`src/rtl/vscale_mem_arbiter_if.sv`:
```
// -----------------------------------------------------------------------------
// vscale_mem_arbiter_if
//   Signal bundle between the vscale pipeline memory ports (imem/dmem), the
//   memory arbiter and the two-phase system bus.
//   master : the arbiter's view (takes port requests and bus responses,
//            drives port responses and the bus address phase)
//   slave  : the surrounding environment's view (pipeline + bus bridge)
//   Signal groups:
//     imem_*  fetch port   : req/addr in, wait/rdata/badmem_e out
//     dmem_*  data port    : en/wen/size/addr/wdata in, wait/rdata/badmem_e out
//     bus_*   system bus   : valid/addr/wen/size/wdata/abort out,
//                            ready/rdata/err in
// -----------------------------------------------------------------------------
interface vscale_mem_arbiter_if;
    // fetch port
    logic        imem_req;
    logic [31:0] imem_addr;
    logic        imem_wait;
    logic [31:0] imem_rdata;
    logic        imem_badmem_e;

    // data port
    logic        dmem_en;
    logic        dmem_wen;
    logic [2:0]  dmem_size;
    logic [31:0] dmem_addr;
    logic [31:0] dmem_wdata;
    logic        dmem_wait;
    logic [31:0] dmem_rdata;
    logic        dmem_badmem_e;

    // system bus
    logic        bus_valid;
    logic [31:0] bus_addr;
    logic        bus_wen;
    logic [2:0]  bus_size;
    logic [31:0] bus_wdata;
    logic        bus_ready;
    logic [31:0] bus_rdata;
    logic        bus_err;
    logic        bus_abort;

    modport master (
        input  imem_req, imem_addr,
        output imem_wait, imem_rdata, imem_badmem_e,
        input  dmem_en, dmem_wen, dmem_size, dmem_addr, dmem_wdata,
        output dmem_wait, dmem_rdata, dmem_badmem_e,
        output bus_valid, bus_addr, bus_wen, bus_size, bus_wdata, bus_abort,
        input  bus_ready, bus_rdata, bus_err
    );

    modport slave (
        output imem_req, imem_addr,
        input  imem_wait, imem_rdata, imem_badmem_e,
        output dmem_en, dmem_wen, dmem_size, dmem_addr, dmem_wdata,
        input  dmem_wait, dmem_rdata, dmem_badmem_e,
        input  bus_valid, bus_addr, bus_wen, bus_size, bus_wdata, bus_abort,
        output bus_ready, bus_rdata, bus_err
    );
endinterface

```
`src/rtl/vscale_mem_arbiter.sv`:
```
// -----------------------------------------------------------------------------
// vscale_mem_arbiter
//   Shares one two-phase (address phase, then data phase) memory bus between
//   the pipeline's imem and dmem ports. Data accesses have fixed priority over
//   fetches. A watchdog forces an error completion of any data phase that the
//   bus does not finish within TIMEOUT_CYCLES cycles (0 disables it).
//   Ports:
//     clk    : clock, all state on posedge
//     reset  : synchronous, active-high
//     mem    : vscale_mem_arbiter_if.master (imem_*, dmem_*, bus_* groups)
//   Parameters:
//     TIMEOUT_CYCLES : data-phase cycles without bus_ready before forced error
//     CNT_W          : watchdog counter width, must hold TIMEOUT_CYCLES
// -----------------------------------------------------------------------------
module vscale_mem_arbiter #(
    parameter int TIMEOUT_CYCLES = 256,
    parameter int CNT_W          = 9
) (
    input  logic                  clk,
    input  logic                  reset,
    vscale_mem_arbiter_if.master  mem
);

    localparam logic [2:0] MEM_TYPE_LW = 3'd2;
    localparam logic [CNT_W-1:0] CNT_LAST =
        CNT_W'((TIMEOUT_CYCLES > 0) ? (TIMEOUT_CYCLES - 1) : 0);
    localparam bit WDOG_EN = (TIMEOUT_CYCLES != 0);

    typedef enum logic [1:0] {
        IDLE   = 2'd0,
        DATA_I = 2'd1,
        DATA_D = 2'd2
    } state_t;

    state_t           state;
    logic [CNT_W-1:0] cnt;

    logic expiry;
    logic done;
    logic accept;
    logic grant_d;
    logic grant_i;
    logic err_resp;

    // Completion, acceptance and grant. A new address phase may issue in the
    // same cycle the current data phase ends, so accept covers both cases.
    always_comb begin
        expiry   = WDOG_EN && (state != IDLE) && (cnt == CNT_LAST);
        // bus_ready is meaningless while IDLE, so done is qualified by state
        done     = (state != IDLE) && (mem.bus_ready || expiry);
        accept   = (state == IDLE) || done;
        grant_d  = accept && mem.dmem_en;
        grant_i  = accept && !mem.dmem_en && mem.imem_req;
        // a forced completion is always an error; bus_rdata is not looked at
        err_resp = (mem.bus_ready && mem.bus_err) || expiry;
    end

    // Bus address phase mux
    always_comb begin
        mem.bus_valid = 1'b0;
        mem.bus_addr  = 32'h0;
        mem.bus_wen   = 1'b0;
        mem.bus_size  = MEM_TYPE_LW;
        if (grant_d) begin
            mem.bus_valid = !reset;
            mem.bus_addr  = mem.dmem_addr;
            mem.bus_wen   = mem.dmem_wen;
            mem.bus_size  = mem.dmem_size;
        end else if (grant_i) begin
            mem.bus_valid = !reset;
            mem.bus_addr  = mem.imem_addr;
        end
        mem.bus_wdata = (state == DATA_D) ? mem.dmem_wdata : 32'h0;
        mem.bus_abort = !reset && expiry;
    end

    // Port responses; during reset both ports are held waiting
    always_comb begin
        mem.imem_rdata    = mem.bus_rdata;
        mem.dmem_rdata    = mem.bus_rdata;
        mem.imem_wait     = reset || (mem.imem_req && !((state == DATA_I) && done));
        mem.dmem_wait     = reset || ((state == DATA_D) && !done) ||
                            (mem.dmem_en && !accept);
        mem.imem_badmem_e = !reset && (state == DATA_I) && done && err_resp;
        mem.dmem_badmem_e = !reset && (state == DATA_D) && done && err_resp;
    end

    // Phase tracking and watchdog. Reset mid-phase abandons the transfer.
    always_ff @(posedge clk) begin
        if (reset) begin
            state <= IDLE;
            cnt   <= '0;
        end else if (accept) begin
            cnt <= '0;
            if (grant_d) begin
                state <= DATA_D;
            end else if (grant_i) begin
                state <= DATA_I;
            end else begin
                state <= IDLE;
            end
        end else begin
            // not accepting implies a data phase is outstanding
            cnt <= cnt + CNT_W'(1);
        end
    end

endmodule
```
`src/flat_wrapper.sv`:
```
// flat-port wrapper written by rule: the top's interface ports become plain ports
module vscale_mem_arbiter_flat 
#(
    parameter int TIMEOUT_CYCLES = 256,
    parameter int CNT_W          = 9
)
  (clk, reset, mem_imem_req, mem_imem_addr, mem_imem_wait, mem_imem_rdata, mem_imem_badmem_e, mem_dmem_en, mem_dmem_wen, mem_dmem_size, mem_dmem_addr, mem_dmem_wdata, mem_dmem_wait, mem_dmem_rdata, mem_dmem_badmem_e, mem_bus_valid, mem_bus_addr, mem_bus_wen, mem_bus_size, mem_bus_wdata, mem_bus_abort, mem_bus_ready, mem_bus_rdata, mem_bus_err);
  vscale_mem_arbiter_if mem_i ();
  input  logic clk;
  input  logic reset;
  input wire logic [$bits(mem_i.imem_req)-1:0] mem_imem_req;
  input wire logic [$bits(mem_i.imem_addr)-1:0] mem_imem_addr;
  output wire logic [$bits(mem_i.imem_wait)-1:0] mem_imem_wait;
  output wire logic [$bits(mem_i.imem_rdata)-1:0] mem_imem_rdata;
  output wire logic [$bits(mem_i.imem_badmem_e)-1:0] mem_imem_badmem_e;
  input wire logic [$bits(mem_i.dmem_en)-1:0] mem_dmem_en;
  input wire logic [$bits(mem_i.dmem_wen)-1:0] mem_dmem_wen;
  input wire logic [$bits(mem_i.dmem_size)-1:0] mem_dmem_size;
  input wire logic [$bits(mem_i.dmem_addr)-1:0] mem_dmem_addr;
  input wire logic [$bits(mem_i.dmem_wdata)-1:0] mem_dmem_wdata;
  output wire logic [$bits(mem_i.dmem_wait)-1:0] mem_dmem_wait;
  output wire logic [$bits(mem_i.dmem_rdata)-1:0] mem_dmem_rdata;
  output wire logic [$bits(mem_i.dmem_badmem_e)-1:0] mem_dmem_badmem_e;
  output wire logic [$bits(mem_i.bus_valid)-1:0] mem_bus_valid;
  output wire logic [$bits(mem_i.bus_addr)-1:0] mem_bus_addr;
  output wire logic [$bits(mem_i.bus_wen)-1:0] mem_bus_wen;
  output wire logic [$bits(mem_i.bus_size)-1:0] mem_bus_size;
  output wire logic [$bits(mem_i.bus_wdata)-1:0] mem_bus_wdata;
  output wire logic [$bits(mem_i.bus_abort)-1:0] mem_bus_abort;
  input wire logic [$bits(mem_i.bus_ready)-1:0] mem_bus_ready;
  input wire logic [$bits(mem_i.bus_rdata)-1:0] mem_bus_rdata;
  input wire logic [$bits(mem_i.bus_err)-1:0] mem_bus_err;
  assign mem_i.imem_req = mem_imem_req;
  assign mem_i.imem_addr = mem_imem_addr;
  assign mem_imem_wait = mem_i.imem_wait;
  assign mem_imem_rdata = mem_i.imem_rdata;
  assign mem_imem_badmem_e = mem_i.imem_badmem_e;
  assign mem_i.dmem_en = mem_dmem_en;
  assign mem_i.dmem_wen = mem_dmem_wen;
  assign mem_i.dmem_size = mem_dmem_size;
  assign mem_i.dmem_addr = mem_dmem_addr;
  assign mem_i.dmem_wdata = mem_dmem_wdata;
  assign mem_dmem_wait = mem_i.dmem_wait;
  assign mem_dmem_rdata = mem_i.dmem_rdata;
  assign mem_dmem_badmem_e = mem_i.dmem_badmem_e;
  assign mem_bus_valid = mem_i.bus_valid;
  assign mem_bus_addr = mem_i.bus_addr;
  assign mem_bus_wen = mem_i.bus_wen;
  assign mem_bus_size = mem_i.bus_size;
  assign mem_bus_wdata = mem_i.bus_wdata;
  assign mem_bus_abort = mem_i.bus_abort;
  assign mem_i.bus_ready = mem_bus_ready;
  assign mem_i.bus_rdata = mem_bus_rdata;
  assign mem_i.bus_err = mem_bus_err;
  vscale_mem_arbiter #(.TIMEOUT_CYCLES(TIMEOUT_CYCLES), .CNT_W(CNT_W)) u_core (.clk(clk), .reset(reset), .mem(mem_i));
endmodule
```
`config.mk`:
```
export PLATFORM = sky130hd
export DESIGN_NAME = vscale_mem_arbiter_flat
export DESIGN_NICKNAME = d
export VERILOG_FILES = /design/src/rtl/vscale_mem_arbiter_if.sv /design/src/rtl/vscale_mem_arbiter.sv /design/src/flat_wrapper.sv
export SDC_FILE = /design/constraint.sdc
export NUM_CORES = 1
export LEC_CHECK = 0
export ABC_CLOCK_PERIOD_IN_PS = 2800
export BUFFER_PORTS_ARGS = -buffer_cell sky130_fd_sc_hd__buf_2
export CAP_MARGIN = 10
export CORE_AREA = 2 2 106 108
export CTS_BUF_LIST = sky130_fd_sc_hd__clkbuf_4
export DETAILED_ROUTE_END_ITERATION = 16
export DIE_AREA = 0 0 108 110
export SLEW_MARGIN = 30
export SYNTH_ARGS = -nofsm -noshare
export SYNTH_HDL_FRONTEND = slang
export SYNTH_SLANG_ARGS = --single-unit
```
`constraint.sdc`:
```
create_clock -name clk -period 2.8 [get_ports clk]
set_input_delay 0.14 -clock clk [delete_from_list [all_inputs] [get_ports clk]]
set_output_delay 0.14 -clock clk [all_outputs]
set_load 0.1 [all_outputs]
```
[Word-level counts from Yosys, hierarchy flattened]
Cells that the tools add are included.
Word-level totals
  flip-flop bits (word level): 11
  bits of input ports: 138
  output and inout bits: 138
  logic and storage cells: 46
Cells by class
  add/sub/neg operators: 1
  equality and inequality tests: 3
  mux-type cells: 9
  reduce and logical (&&, ||, !) cells: 31
Operators by type and width (count)
  $mux 32: 3
  $logic_and 1x1->1: 17
  $add 9x1->9 const B: 1
  $eq 9x8->1 const B: 1
  $logic_or 1x1->1: 6
  $logic_not 1->1: 5
  $mux 1: 4
  $mux 3: 1
  $eq 2x1->1 const B: 1
  $eq 2x2->1 const B: 1
  $logic_not 2->1: 1
  $mux 2: 1
  $reduce_bool 2->1: 1
  $reduce_or 2->1: 1

[Longest topological paths before layout]
Gate-level depths: netlist of run 1.
  depth after elaboration: 9
  mapped depth: 10

[Worst setup path after synthesis of run 1]
OpenSTA, ideal clock, no wires.
  path kind: reg2out
  start point: reg u_core.cnt[0]
  end point: out mem_dmem_badmem_e
  data arrival time: 3.285 ns
  data required time: 2.660 ns
  setup slack: -0.625 ns
  cell stages (with the launch flop): 7
  path buffers: 0
  cells stage by stage: dfxtp_1 -> ha_1 -> inv_1 -> nor3_1 -> ha_1 -> a21oi_1 -> nor3b_1
Between the ends
  longest elaborated chain between the ends: 6
  elaborated cells on any way between the ends: 7
  those cells by class: 1 x eq/ne; 6 x reduce/logical
Ends and longest elaborated chain
  from (decl): RTL line vscale_mem_arbiter.sv:36  | logic [CNT_W-1:0] cnt;
  from (signal assigned): RTL line vscale_mem_arbiter.sv:104  | cnt <= cnt + CNT_W'(1);
  $eq 9x8->1 (*): RTL line vscale_mem_arbiter.sv:48  | expiry = WDOG_EN && (state != IDLE) && (cnt == CNT_LAST);
  $logic_and 1x1->1 (*): RTL line vscale_mem_arbiter.sv:48
  $logic_or 1x1->1: RTL line vscale_mem_arbiter.sv:50  | done = (state != IDLE) && (mem.bus_ready || expiry);
  $logic_and 1x1->1: RTL line vscale_mem_arbiter.sv:50
  $logic_and 1x1->1: RTL line vscale_mem_arbiter.sv:85  | mem.dmem_badmem_e = !reset && (state == DATA_D) && done && err_resp;
  $logic_and 1x1->1 (*): RTL line vscale_mem_arbiter.sv:85
  to (decl): RTL line flat_wrapper.sv:23  | output wire logic [$bits(mem_i.dmem_badmem_e)-1:0] mem_dmem_badmem_e;
Mark *: on every way between the ends. The rest lies on a longest branch, timed or not.

[Worst setup path in the final report of run 1]
  start point: reg u_core.cnt[0]
  end point: out mem_bus_addr[24]
Between the ends
  longest elaborated chain between the ends: 9
  elaborated cells on any way between the ends: 10
  those cells by class: 1 x eq/ne; 2 x mux; 7 x reduce/logical
Ends and longest elaborated chain
  $eq 9x8->1 (*): RTL line vscale_mem_arbiter.sv:48
  $logic_and 1x1->1 (*): RTL line vscale_mem_arbiter.sv:48
  $logic_or 1x1->1 (*): RTL line vscale_mem_arbiter.sv:50
  $logic_and 1x1->1 (*): RTL line vscale_mem_arbiter.sv:50
  $logic_or 1x1->1 (*): RTL line vscale_mem_arbiter.sv:51  | accept = (state == IDLE) || done;
  $logic_and 1x1->1 (2 in a row): RTL line vscale_mem_arbiter.sv:53  | grant_i = accept && !mem.dmem_en && mem.imem_req;
  $mux 32: RTL line vscale_mem_arbiter.sv:69  | end else if (grant_i) begin
  $mux 32 (*): RTL line vscale_mem_arbiter.sv:64  | if (grant_d) begin
  to (decl): RTL line flat_wrapper.sv:25  | output wire logic [$bits(mem_i.bus_addr)-1:0] mem_bus_addr;
Marks and branches as above.

==> impl_metrics.toml, run 1 <==
[final_layout]
regArea_um2 = 220.2
fillers = 1153
multiInputGateArea_um2 = 874.6
diodes = 0
nNetsFinal = 461
drive_gt1_share_pct = 61.88
areaGrowthSynthToFinish_pct = 67.86

[logic_synthesis]
ys_ff_latch = 11
synthDistinctLibCells = 30
ys_seq_area_share_pct = 13.37
syn_area_mm2 = 0.001647
synth_cells = 211
yosysWarnings = 0
synth.net_count = 351
syn_avg_cell_area_um2 = 7.804

[placement]
routabilityCongestion = 0.8093
io_buffers = 179
dp_hpwl_um = 5952

[setup_path]
critPathCaptureType = "primary output"
reg2reg_slack_ns = 0.80
worst_setup_path_start_kind = "flop"
crit_required_ns = 2.66
worst_path_most_repeated_cell = "buf_12"
crit_path_cell_trace = "ha_1 -> inv_1 -> nor3_1 -> ha_2 -> or2_4 -> o21a_1 -> buf_12 -> a22o_1 -> buf_12"
cp.arrival_ns = 2.42
worstSetupPathType = "reg -> out"
max_stage_delay_ns = 0.40
critical_path.max_fanout = 36
slowest_stage = "dfxtp_1"

[power_and_ir_drop]
p_leak_uw = 0.001371
ir_worst_vdd_mv = 0.2372
report.power.total_uw = 1225
p_per_area_mw_per_mm2 = 443.2

[cts]
cts_made_buffers = 3
cts_root_buffer = "clkbuf_4"
ctsHoldBuffers = 0
h-tree-depth = 1
cts_tree = "built"
clkLatencyLatePin_ns = 0.27
clk_pin_slew_ns = 0.08
cts.sinks = 11
cts_buffer_depth = 2

[timing]
skew_ns = 0.004535
tightest_slew_ns = 0.6388
finalHoldViolations = 0
post-route-min-period_ns = 2.564
finalCritPeriodShare_pct = 91.57
setup_viol = 0
slew_headroom_pct = 57.26
fin_setup_tns_ns = 0
fmaxAchievable_mhz = 390.0
drv_slew = 0

[floorplanning]
start_util_pct = 15.39
io_pins = 276
dieArea_mm2 = 0.01188
die_h_um = 110
coreArea_mm2 = 0.01070
rows = 38
die_w_um = 108

[detailed_routing]
wl_met3_um = 876
drc_errors = 0
wl_met1_um = 2156
routed-via-count = 1898
wl_per_cell_um = 15.19
wl_met2_um = 3836
drt_pass1_iterations = 4
totalWireLength_um = 6987
ant_nets = 0
vias_per_cell = 4.126
drtIter0Drc = 98
route.top_layer_used = "met5"

[outcome]
status = "complete, no violations"

[global_routing]
grt_pass1_vias = 1761
grt_start_max_net_pins = 37
antenna_found_initial = 2
track_usage_pct = 10.02
overflow = 0
grt_pass1_wl_um = 9101

[hold_path]
min_path_type = "in -> reg"

[flow_run]
maxCapViolCount = 0
[placed cells by master, fill, tap and decap left out, types with 2 or more instances in the layout]
master	count
a21oi_1	3
a21oi_2	4
a22o_1	32
and2_1	35
buf_12	36
buf_2	144
clkbuf_4	4
dfxtp_1	11
inv_1	4
nand2_1	2
nand2b_1	3
nand3_1	4
nor2_1	9
nor3b_2	2
o211a_4	2
o21ai_0	5
or3_1	4
xor2_1	2
[repair_timing]
item,CTS,global route
setup endpoints to repair,0,37
gates resized for setup,0,3
buffers inserted,0,0
[cell usage after synthesis (all sizes together)]
library cell   n  area [um2]
xnor2          1       8.760
nor3           2       10.01
ha             2       25.02
o21a           1       7.510
nor2           9       33.78
inv            4       15.01
and2          35       219.0
o21bai         1       7.510
buf           73       569.3
a22o          32       280.3
or2            1       6.260
nor3b          2       15.01
nor2b          1       6.260
dfxtp         11       220.2
xor2           2       17.52
nand2          2       7.510
or3            4       25.02
o211a          1       17.52
nand4          1       6.260
nand3          4       20.02
a21oi          7       46.30
o21ai          5       25.02
a22oi          1       7.510
o211ai         1       7.510
clkbuf         4       15.01
nand2b         3       18.77
or3b           1       8.760
[sequential cells by signal, summed over array words and instances (netlist names)]
register / flops
u_core.state: 2
u_core.cnt: 9
[through the flow]
stage	std cells	hold slack (ns)	instance area (um2)	utilization, %	worst slack, ns
3_5_place_dp	455	0.2811	2711	25.35	0.3793
3_3_place_gp	455	0.2811	2711	25.35	0.4470
4_1_cts	459	0.1652	2741	25.63	0.07594
6_report	460	0.1583	2764	25.84	0.2361
5_1_grt	460	0.1687	2764	25.84	-0.004595
2_1_floorplan	211	0.2883	1669	-	0.2739
[layout make-up]
cell class,count,area share (%)
clock buffers,4,1.086
inverters,4,0.5432
multi-input cells,120,31.64
flip-flops and latches,11,7.967
well taps,140,6.338
repair buffers,181,52.42
[cells by family after synthesis]
logic type	synth area share, %
buffers and inverters	36.40
adder cells (fa/ha/maj)	1.520
AND/OR/NAND/NOR	22.87
XOR/XNOR	1.596
flip-flops	13.37
AO/OA/AOI/OAI	24.24
[layer usage]
layer	up-vias	GRT usage, %
met5	-	0
met4	2	2.839
met3	17	2.998
met2	174	21.16
met1	828	9.052
li1	877	-
[where the power goes]
part	internal, uW	switching, uW
clock network	64.8	56.2
logic	287	655
registers	159	2.80
total	511	714
[critical path: cells and delay by family (launching register included)]
kind | cells | cell delay, ns
fa+ha+maj | 2 | 0.48
buf+inv | 3 | 0.45
flops | 1 | 0.40
simple gates | 2 | 0.40
compound gates | 2 | 0.39
[worst paths after layout]
check                     start                to  cells after the start
setup / recovery  u_core.cnt[0]  mem_bus_addr[24]                      9
hold / removal            reset   u_core.state[0]                      2
setup reg to reg  u_core.cnt[0]     u_core.cnt[2]                      7
hold reg to reg   u_core.cnt[0]     u_core.cnt[0]                      1
Note: power is estimated with default switching activity, not from simulation.
==> inputs of run 2 (changes only) <==
--- a/constraint.sdc
+++ b/constraint.sdc
@@ -3,2 +3,2 @@
 set_output_delay 0.14 -clock clk [all_outputs]
-set_load 0.1 [all_outputs]
+set_load 0.02 [all_outputs]
==> run 2 against run 1 <==
Effect of this change: largest power group unchanged; critical endpoint is now mem_bus_addr[20]; critical path type unchanged; first-iteration DRC count decreased by 12%; die area unchanged; count of clock-buffer cells in the layout is the same; core utilization fell by 5.2 points; fmax rose by 3.3%; highest routed layer is now met4.
==> impl_metrics.toml, run 2 (same netlist as run 1, synthesis figures left out) <==
[detailed_routing]
drc_errors = 0
drtIter0Drc = 86
drt_pass1_iterations = 4
totalWireLength_um = 6596
vias_per_cell = 3.902
routed-via-count = 1795
wl_per_cell_um = 14.34
ant_nets = 0

[setup_path]
worst_setup_path_start_kind = "flop"
r2r_end = "u_core.cnt[6]"
crit_path_start = "u_core.cnt[0]"
worstSetupPathType = "reg -> out"
crit_end = "mem_bus_addr[20]"
r2r_cells = 7
reg2reg_slack_ns = 0.82
crit_required_ns = 2.66
critPathCaptureType = "primary output"
reg2reg_from = "u_core.cnt[0]"
critical_path.max_fanout = 36
cp.arrival_ns = 2.34

[timing]
fin_setup_tns_ns = 0
finalCritPeriodShare_pct = 88.62
fmaxAchievable_mhz = 403.0
layout_setup_ws_ns = 0.3188
tightest_slew_ns = 0.6049
drv_slew = 0
skew_ns = 0.002077
setup_viol = 0
grt_setup_unrepaired = "no"
holdWs_ns = 0.1385
finalHoldViolations = 0
slew_headroom_pct = 59.52
post-route-min-period_ns = 2.481

[cts]
ctsHoldBuffers = 0
clk_pin_slew_ns = 0.06
cts_root_buffer = "clkbuf_4"
cts_buffer_depth = 2
cts.sinks = 11
cts_made_buffers = 3
clkLatencyLatePin_ns = 0.27
cts_tree = "built"
h-tree-depth = 1
postCtsSetupBuffers = 0

[power_and_ir_drop]
p_per_area_mw_per_mm2 = 285.0
power_frac_seq_pct = 25.8
comb_power_share_pct = 55.9
p_leak_uw = 0.001219
p_sw_share_pct = 40.08
p_int_uw = 376.4
ir_worst_vdd_mv = 0.1150
p_clk_share_pct = 18.4
switchingPower_uw = 251.8

[global_routing]
track_usage_pct = 8.708
antenna_found_initial = 0
overflow = 0
grt_pass1_wl_um = 8024
grt_start_max_net_pins = 37
grt_pass1_vias = 1503

[final_layout]
largest_reg_flops = 9
diodes = 0
nNetsFinal = 461
layout_commonest_cell = "buf_2"
drive_gt1_share_pct = 60.00
fin_area_mm2 = 0.002205
instances_no_fill = 460
reg.largest.list = "u_core.cnt: 9 flops, u_core.state: 2 flops"
areaGrowthSynthToFinish_pct = 33.89
regMostFlops = "u_core.cnt"
final_cell_mix = "179 x buf_2, 35 x and2_1, 32 x a22o_1"

[placement]
io_buffers = 179
routabilityCongestion = 0.7766
dp_slack_ns = 0.5036
dpl.cell_count = 455
dp_hpwl_um = 5550
placed_area_mm2 = 0.002151

[floorplanning]
dieArea_mm2 = 0.01188
die_h_um = 110
rows = 38
start_util_pct = 15.39
coreArea_mm2 = 0.01070
io_pins = 276
die_w_um = 108

[hold_path]
holdPathStages = 2
min_path_type = "in -> reg"

[flow_run]
maxCapViolCount = 0

[outcome]
status = "complete, no violations"
==> run 2: what timing repair did <==
| action | 4_1_cts | 5_1_grt |
|---|---|---|
| endpoints found under the setup margin | 0 | 28 |
| gates resized for setup | 0 | 3 |
| hold endpoints to repair | 0 | 0 |
==> run 2: worst min-delay path by stage <==
stage / from / to / slack (ns)
2_1_floorplan: mem_dmem_en / u_core.state[1] / 0.29
3_3_place_gp: mem_bus_rdata[22] / mem_dmem_rdata[22] / 0.28
3_5_place_dp: mem_bus_rdata[22] / mem_dmem_rdata[22] / 0.28
4_1_cts: reset / u_core.state[0] / 0.13
5_1_grt: reset / u_core.state[0] / 0.17
6_report: reset / u_core.state[0] / 0.14
==> run 2: area by class of cell <==
type / count / area [um2]
Inverter: 4 / 15.01
Clock buffer: 4 / 30.03
Tap cell: 140 / 175.2
Timing Repair Buffer: 181 / 914.6
Multi-Input combinational cell: 120 / 849.6
Sequential cell: 11 / 220.2
Fill cell: 1222 / 8493
==> run 2: power by group through the flow <==
stage	clock (uW)	combinational [uW]	sequential (uW)
6_report	115	351	162
4_1_cts	121	347	162
3_3_place_gp	0	342	165
5_1_grt	123	382	162
2_1_floorplan	0	338	165
3_5_place_dp	0	346	165
==> run 2: worst max-delay path, stage by stage (launching register included) <==
cell	delay (ns)
dfxtp_1	0.40
ha_1	0.23
inv_1	0.07
nor3_1	0.19
ha_1	0.24
or2_4	0.20
o21a_1	0.14
buf_6	0.25
a22o_1	0.17
buf_2	0.17
==> run 2: layer usage <==
metal	track usage, %	wire length, um	vias to the layer above
li1	-	-	877
met1	8.940	2369	799
met2	17.25	3597	115
met3	2.646	603	4
met4	1.923	26	0
met5	0	0	-
==> run 2: per-stage QoR <==
| step | utilization [%] | power [uW] |
|---|---|---|
| final | 20.61 | 628.2 |
| after global routing | 20.61 | 667.2 |
| after CTS | 20.39 | 629.8 |
| after detailed placement | 20.11 | 511.5 |
| after global placement | 20.11 | 507.6 |
| after floorplan | - | 502.2 |
==> inputs of run 3 (changes only) <==
ABC_CLOCK_PERIOD_IN_PS = 2000   (was 2800)
CORE_AREA = 2 2 107 109   (was 2 2 106 108)
DIE_AREA = 0 0 109 111   (was 0 0 108 110)
clock period = 2 ns   (was 2.8 ns; I/O delays follow)
==> run 3 against run 2 <==
Effect of this change: the run now ends with setup timing left; routed wire length up 28%; worst setup slack worse by 0.54 ns; sequential share of layout area down 2.1 points; first-iteration DRC count down 42%; die area up 1.8%; non-clock buffer count up 20; critical path type unchanged; highest routed layer is now met5.
==> impl_metrics.toml, run 3 (same netlist as run 1, synthesis figures left out) <==
[cts]
cts_tree = "built"
clkLatencyLatePin_ns = 0.27
h-tree-depth = 1
cts_buffer_depth = 2
cts_made_buffers = 3
cts.sinks = 11
clk_pin_slew_ns = 0.08
cts_root_buffer = "clkbuf_4"

[timing]
setup_viol = 38
finalCritPeriodShare_pct = 111.2
drv_slew = 0
grt_setup_unrepaired = "yes"
fmaxAchievable_mhz = 449.7
tightest_slew_ns = 0.5746
slew_headroom_pct = 61.65
skew_ns = 0.0008452
fin_setup_tns_ns = -6.641
post-route-min-period_ns = 2.224
finalHoldViolations = 0
layout_setup_ws_ns = -0.2236

[placement]
io_buffers = 179
dp_hpwl_um = 6393
dp_slack_ns = -0.1561
placed_area_mm2 = 0.002344
routabilityCongestion = 0.7498

[global_routing]
antenna_found_initial = 3
grt_pass1_vias = 1976
track_usage_pct = 12.45
overflow = 0
grt_start_max_net_pins = 34
grt_pass1_wl_um = 11200

[floorplanning]
die_w_um = 109
die_h_um = 111
io_pins = 276
start_util_pct = 14.87
dieArea_mm2 = 0.01210
rows = 39
coreArea_mm2 = 0.01108

[detailed_routing]
vias_per_cell = 4.200
drt_pass1_iterations = 4
routed-via-count = 2037
wl_met1_um = 2635
drtIter0Drc = 50
wl_met3_um = 954
wl_per_cell_um = 17.44
totalWireLength_um = 8457
ant_nets = 0
wl_met2_um = 4719
drc_errors = 0
route.top_layer_used = "met5"

[final_layout]
final_cell_mix = "142 x buf_2, 38 x buf_6, 32 x and2_1"
regMostFlops = "u_core.cnt"
areaGrowthSynthToFinish_pct = 73.71
nNetsFinal = 483
layout_commonest_cell = "buf_2"
diodes = 0
drive_gt1_share_pct = 71.05
reg.largest.list = "u_core.cnt: 9 flops, u_core.state: 2 flops"
largest_reg_flops = 9
fin_area_mm2 = 0.002860

[setup_path]
crit_required_ns = 1.90
critPathCaptureType = "primary output"
cp.arrival_ns = 2.12
worstSetupPathType = "reg -> out"
worst_setup_path_start_kind = "flop"
critical_path.max_fanout = 8

[flow_run]
maxCapViolCount = 0

[outcome]
status = "complete, but fails checks"
violations = "setup timing"

[power_and_ir_drop]
ir_worst_vdd_mv = 0.2246
p_per_area_mw_per_mm2 = 373.3
p_leak_uw = 0.001479

[hold_path]
min_path_type = "in -> reg"
run 3: repair_timing:
| item | in CTS | in global routing |
|---|---|---|
| gates resized for setup | 59 | 39 |
| hold buffers | 0 | 0 |
| endpoints found under the setup margin | 37 | 49 |
| gates cloned | 4 | 2 |
| pin swaps | 25 | 16 |
| buffers inserted | 8 | 1 |
| endpoints found under the hold margin | 0 | 0 |
run 3: power by group:
part | switching (uW) | internal, uW | total (uW)
clock network | 81.1 | 74.0 | 155
registers | 4.43 | 223 | 227
logic | 334 | 352 | 686
total | 419 | 648 | 1070
run 3: path summary, 6_finish.rpt:
kind,slack [ns],cells past startpoint,start,endpoint
worst max register to register,-0.04,13,u_core.cnt[1],u_core.state[0]
worst min-delay path,0.1,2,reset,u_core.state[0]
worst max-delay path,-0.22,9,u_core.cnt[1],mem_bus_addr[7]
worst min register to register,0.50,2,u_core.cnt[5],u_core.cnt[5]
run 3: layer usage:
layer	vias to the layer above	track usage, %
li1	931	-
met1	924	11.81
met2	158	25.47
met3	18	4.468
met4	6	1.111
met5	-	0
run 3: cell type report:
class / instances / area, um2
well taps: 143 / 178.9
clock inverters: 1 / 5.005
repair buffers: 201 / 1359
flip-flops and latches: 11 / 225.2
multi-input cells: 122 / 1052
fillers: 1178 / 8217
inverters: 4 / 17.52
clock buffers: 3 / 22.52
run 3: per-stage QoR:
| step | cells | util, % | hold WS (ns) | power (uW) |
|---|---|---|---|---|
| after floorplan | 211 | - | 0.2483 | 732.9 |
| after global placement | 466 | 21.16 | 0.2002 | 753.7 |
| after detailed placement | 466 | 21.16 | 0.2002 | 759.6 |
| after CTS | 482 | 24.39 | 0.1028 | 1026 |
| after global routing | 485 | 25.82 | 0.09920 | 1132 |
| final | 485 | 25.82 | 0.09959 | 1068 |
run 3: critical path, cell delays in order, from the launching register on:
cell	delay [ns]
dfxtp_2	0.34
ha_4	0.17
inv_4	0.05
nor3_2	0.03
ha_2	0.18
or2_4	0.25
buf_12	0.14
o211a_4	0.29
a22o_4	0.26
buf_6	0.13
